--- src/rtl/csr_access_ctrl.sv ---
// CSR access sequencer for the EX stage.
// Runs each CSR instruction as READ then WRITE, driving the CSR ALU in between.
// Shares the single CSR write port with the trap unit, which writes mepc and then mcause.
// All control and pulse outputs are registered; only csr_wdata and stall are combinational,
// because csr_wdata must carry the same-cycle ALU result or the held trap values.
module csr_access_ctrl #(
    parameter int XLEN   = 64,
    parameter int ADDR_W = 12
) (
    input  logic              clk,
    input  logic              rst,
    input  logic              ins_valid,
    input  logic [1:0]        ins_op,
    input  logic [ADDR_W-1:0] ins_addr,
    input  logic [XLEN-1:0]   ins_src,
    input  logic              ins_src_zero,
    output logic              ins_ready,
    output logic [XLEN-1:0]   rd_val,
    output logic              rd_valid,
    output logic              illegal,
    input  logic              trap_req,
    input  logic [XLEN-1:0]   trap_pc,
    input  logic [XLEN-1:0]   trap_cause,
    output logic              trap_ack,
    output logic [ADDR_W-1:0] csr_raddr,
    input  logic [XLEN-1:0]   csr_rdata,
    output logic              csr_we,
    output logic [ADDR_W-1:0] csr_waddr,
    output logic [XLEN-1:0]   csr_wdata,
    output logic [1:0]        alu_op,
    output logic [XLEN-1:0]   alu_csr,
    output logic [XLEN-1:0]   alu_rs1,
    input  logic [XLEN-1:0]   alu_res,
    output logic              stall
);

    typedef enum logic [2:0] {
        IDLE    = 3'd0,
        READ    = 3'd1,
        WRITE   = 3'd2,
        T_EPC   = 3'd3,
        T_CAUSE = 3'd4
    } state_t;

    // Source selected onto csr_wdata during the cycle the write port is in use.
    typedef enum logic [1:0] {
        WSEL_NONE  = 2'd0,
        WSEL_ALU   = 2'd1,
        WSEL_EPC   = 2'd2,
        WSEL_CAUSE = 2'd3
    } wsel_t;

    localparam logic [1:0]        OP_NONE    = 2'b00;
    localparam logic [1:0]        OP_RW      = 2'b01;
    localparam logic [ADDR_W-1:0] ADDR_MEPC  = ADDR_W'(12'h341);
    localparam logic [ADDR_W-1:0] ADDR_MCAUS = ADDR_W'(12'h342);

    state_t            state;
    wsel_t             wsel;
    logic [ADDR_W-1:0] addr_q;
    logic [1:0]        op_q;
    logic [XLEN-1:0]   src_q;
    logic              src_zero_q;

    logic wr_intent;
    logic read_only;

    // RS/RC with a zero source only read; the top two address bits 11 mark read-only CSRs.
    assign wr_intent = (op_q == OP_RW) || !src_zero_q;
    assign read_only = (addr_q[ADDR_W-1 -: 2] == 2'b11);

    // Main sequencer: state, captured instruction and registered outputs for the next cycle.
    always_ff @(posedge clk or posedge rst) begin
        if (rst) begin
            state      <= IDLE;
            wsel       <= WSEL_NONE;
            addr_q     <= '0;
            op_q       <= OP_NONE;
            src_q      <= '0;
            src_zero_q <= 1'b0;
            ins_ready  <= 1'b0;
            rd_valid   <= 1'b0;
            rd_val     <= '0;
            illegal    <= 1'b0;
            trap_ack   <= 1'b0;
            csr_raddr  <= '0;
            csr_we     <= 1'b0;
            csr_waddr  <= '0;
            alu_op     <= OP_NONE;
            alu_csr    <= '0;
            alu_rs1    <= '0;
        end else begin
            // Outputs are single-cycle unless the transition below re-asserts them.
            wsel      <= WSEL_NONE;
            ins_ready <= 1'b0;
            rd_valid  <= 1'b0;
            rd_val    <= '0;
            illegal   <= 1'b0;
            trap_ack  <= 1'b0;
            csr_raddr <= '0;
            csr_we    <= 1'b0;
            csr_waddr <= '0;
            alu_op    <= OP_NONE;
            alu_csr   <= '0;
            alu_rs1   <= '0;

            case (state)
                IDLE: begin
                    // A pending trap wins over an instruction presented in the same cycle.
                    if (trap_req) begin
                        state     <= T_EPC;
                        csr_we    <= 1'b1;
                        csr_waddr <= ADDR_MEPC;
                        wsel      <= WSEL_EPC;
                    end else if (ins_valid && (ins_op != OP_NONE)) begin
                        state      <= READ;
                        addr_q     <= ins_addr;
                        op_q       <= ins_op;
                        src_q      <= ins_src;
                        src_zero_q <= ins_src_zero;
                        csr_raddr  <= ins_addr;
                    end
                end
                READ: begin
                    // The old value read this cycle feeds both rd and the ALU in WRITE.
                    state     <= WRITE;
                    ins_ready <= 1'b1;
                    rd_valid  <= 1'b1;
                    rd_val    <= csr_rdata;
                    alu_op    <= op_q;
                    alu_csr   <= csr_rdata;
                    alu_rs1   <= src_q;
                    csr_waddr <= addr_q;
                    wsel      <= WSEL_ALU;
                    if (wr_intent && read_only) begin
                        illegal <= 1'b1;
                    end else begin
                        csr_we <= wr_intent;
                    end
                end
                WRITE: begin
                    state <= IDLE;
                end
                T_EPC: begin
                    state     <= T_CAUSE;
                    csr_we    <= 1'b1;
                    csr_waddr <= ADDR_MCAUS;
                    wsel      <= WSEL_CAUSE;
                    trap_ack  <= 1'b1;
                end
                T_CAUSE: begin
                    state <= IDLE;
                end
                default: begin
                    state <= IDLE;
                end
            endcase
        end
    end

    // Write data mux: ALU result for instructions, held trap values for the trap writes.
    always_comb begin
        csr_wdata = '0;
        case (wsel)
            WSEL_ALU:   csr_wdata = alu_res;
            WSEL_EPC:   csr_wdata = trap_pc;
            WSEL_CAUSE: csr_wdata = trap_cause;
            default:    csr_wdata = '0;
        endcase
    end

    // EX is held while a real CSR instruction waits for retirement or any sequence is running.
    always_comb begin
        stall = (ins_valid && (ins_op != OP_NONE) && !ins_ready) || (state != IDLE);
    end

endmodule

--- config.mk ---
export PLATFORM = sky130hd
export DESIGN_NAME = csr_access_ctrl
export DESIGN_NICKNAME = d
export VERILOG_FILES = /design/src/rtl/csr_access_ctrl.sv
export SDC_FILE = /design/constraint.sdc
export NUM_CORES = 1
export LEC_CHECK = 0
export BUFFER_PORTS_ARGS = -buffer_cell sky130_fd_sc_hd__buf_2
export CORE_AREA = 2 2 242 244
export DETAILED_ROUTE_END_ITERATION = 10
export DIE_AREA = 0 0 244 246
export SLEW_MARGIN = 20
export SYNTH_ARGS = -nofsm -noshare
export SYNTH_HDL_FRONTEND = slang
export SYNTH_SLANG_ARGS = --single-unit
--- constraint.sdc ---
create_clock -name clk -period 10 [get_ports clk]
set_clock_uncertainty 0.15 [all_clocks]
set_input_delay 2 -clock clk [delete_from_list [all_inputs] [get_ports clk]]
set_output_delay 2 -clock clk [all_outputs]
set_load 0.005 [all_outputs]
==> results.md <==
* Net Count, Synth at roughly 1100
* CTS max path bufs at 3
* Synth top area cells: dfrtp_1 60%, mux2_2 15%, and2_1 9.4%
* Post-synth ARST share at 1.00
* Critical Path Slowest Stage Cell: buf_4
* Synth area leader: dfrtp_1
* Drt pass-1 iters at 4
* Grt ovf at 0
* IO Count at between 600 and 700
* I/O Buffers at 626
* Largest net degree at the start of global routing at between 100 and 150
* Crit path max fanout at 65
* Count of final setup violators at 0
* Top cells by count, synth: 242 x dfrtp_1, 151 x and2_1, 132 x mux2_2
* YS warnings at 0
* Critical path class: reg2out
* Placed insts at 2025
* Pwr/cell area at ~270 mW/mm^2
* PostCTS Resize Cnt at 0
* Main synth FF type: dfrtp_1
* Vias per cell at approximately 3.9
* Post-synth EDFFs at 0
* Non-Filler Instances at roughly 2100
* Status: completed
* First-pass GRT wire length at around 63000 um
* Initial Utilization at 0.176
* Hold Path Class: reg2reg
* VDD IR max at around 0.14 mV
* Clock Latency Late Sink at 0.57 ns
* Initial antenna violation count at 56
* Slew @ Worst Pin at between 1 and 1.5 ns
* Most frequent cell after synthesis: dfrtp_1
* Clock sinks at approximately 240
* Seq/Total Area, Yosys at 0.601
* Root Buffer Master: clkbuf_16
* Buffer count from post-CTS setup fixing at 0
* Final-report hold violation count at 0
* Reg clk slew, reported paths at approximately 0.060 ns
* Nets at between 1500 and 2000
* Die Y at 246 um
* Most frequent CP cell: buf_4
* Final min period at 5.09 ns
* CP max stage delay at about 0.69 ns
* H-tree Lvls at 1
* Synth Instances at 739
* CP top delay family: buffers and inverters
* DIE AREA at 0.0600 mm^2
* Area of the multi-input gates at around 0.0033 mm^2
* Post-route setup TNS at 0 ns
* Clock tree from TritonCTS: done
* Normalized max-slew margin at 0.272
* Setup WS post-layout at 4.91 ns
* Hpwl dp at approximately 37000 um
* Area occupied by registers at 0.00606 mm^2
* Vias at 8229
* Post-synth design cell area at ~0.010 mm^2
* Wire length per cell at around 22 um
* Distinct cells, synth at 30
* Filler cell count at between 6000 and 7000
* GRT Util Overall at 0.146
* Layout cells sized above 1 at 0.634
* Final ANT Viol Nets at 0
* Leak at 7.91 nW
* CP Buf/Inv Count at 3
* Initial DRC Count at between 200 and 300
* Final RePlAce weighted congestion at 0.905
* Pre-CTS WS at about 5 ns
* Share of the synthesized area in the top cell type at 0.601
* Avg Cell Area, Syn at roughly 14 um^2
* Number of global-route vias before repair at approximately 8500
* FF+latch count, synth at 242
* CP Cell Sequence: buf_4 -> nor2b_4 -> buf_4 -> a22o_1 -> buf_2
* Crit end category: output pin
* Worst Path Required at approximately 7.9 ns
* Post-CTS Hold Buffers at 0
* Worst EP arrival at ~3 ns
* Rows at 88
* Max-Cap Viols at 0
* FMAX at a little under 200 MHz
* Final instance area at 0.0147 mm^2
* Area post-placement at 0.0136 mm^2
* Total clock buffers created by CTS at 29
* RSZ-0062 raised after global routing: false
* Startpoint types: flop
* Die width at 244 um
* DRT Wirelength at 46200 um
* # DRC at 0
* Core area at ~0.057 mm^2
* Final period util at 0.509
* P&R area growth vs syn at 45.6%
* Max Transition Viols Final at 0
## cell type report
class                           count  share of cell area
Sequential cell                   242               0.413
Multi-Input combinational cell    382               0.227
Timing Repair Buffer              633               0.218
Tap cell                          765              0.0652
Clock buffer                       38              0.0551
Clock inverter                     14              0.0162
Antenna cell                       27             0.00460
Inverter                            3             0.00128
## worst register-to-register path, delay by kind of cell, from the launching register on
family        cells  cell delay, ns
buf+inv           1            0.83
mux               1            0.52
flops             1            0.48
simple gates      2            1.17
## flip-flops by register name, summed over array words and instances, names as in the netlist, 2 cells and up
| signal | flops |
|---|---|
| csr_waddr | 12 |
| csr_raddr | 12 |
| state | 3 |
| alu_csr | 64 |
| wsel | 2 |
| op_q | 2 |
| alu_rs1 | 64 |
| addr_q | 12 |
| alu_op | 2 |
| src_q | 64 |
## path summary, 6_finish.rpt
check	slack [ns]	to	startpoint	cells after the start
min	0.32	alu_rs1[19]$_DFF_PP0_	src_q[19]$_DFFE_PP0P_	1
max in group asynchronous	6.86	wsel[0]$_DFF_PP0_	rst	3
max	4.91	csr_wdata[61]	wsel[1]$_DFF_PP0_	5
min in group asynchronous	1.33	src_q[30]$_DFFE_PP0P_	rst	2
max reg2reg	6.75	src_q[49]$_DFFE_PP0P_	state[1]$_DFFE_PP0P_	4
min reg2reg	0.32	alu_rs1[19]$_DFF_PP0_	src_q[19]$_DFFE_PP0P_	1
## per-layer routing
metal / track usage / share of wire / vias up
met3: 0.0408 / 0.079 / 126
met5: 0 / 0.0012 / -
li1: - / - / 3576
met4: 0.0890 / 0.057 / 8
met1: 0.159 / 0.35 / 4054
met2: 0.252 / 0.51 / 465
## kinds of logic after synthesis
family	synth area share
DFF	0.601
and+or+nand+nor	0.102
muxes	0.164
buffers and inverters	0.0704
AOI/OAI and AO/OA	0.0622
## through the flow
step                      power (mW)  hold WS [ns]   util
after floorplan                 2.26         0.294      -
after global placement          2.82         0.305  0.236
after detailed placement        2.85         0.307  0.236
after CTS                       4.05         0.321  0.255
after global routing            4.23         0.337  0.255
final                           3.99         0.320  0.256
## layout by cell type, fill, tap and decap left out, types with 2 or more instances in the layout
cell        count
buf_2         626
dfrtp_1       240
and2_1        151
mux2_2        132
a22o_1         64
clkbuf_16      29
diode_2        27
mux2_4         10
bufinv_16       6
buf_4           6
clkbuf_8        5
clkbuf_1        4
clkinvlp_4      4
a21o_1          3
o21ai_0         2
nand2_1         2
inv_1           2
a21oi_1         2
nor3_1          2
clkinv_2        2
dfrtp_2         2
## power by group
part / internal, mW / switching (mW) / total [mW]
registers: 1.30 / 0.151 / 1.45
logic: 0.699 / 0.670 / 1.37
clock network: 0.722 / 0.440 / 1.16
total: 2.72 / 1.26 / 3.99
(Power assumes the default switching activity.)
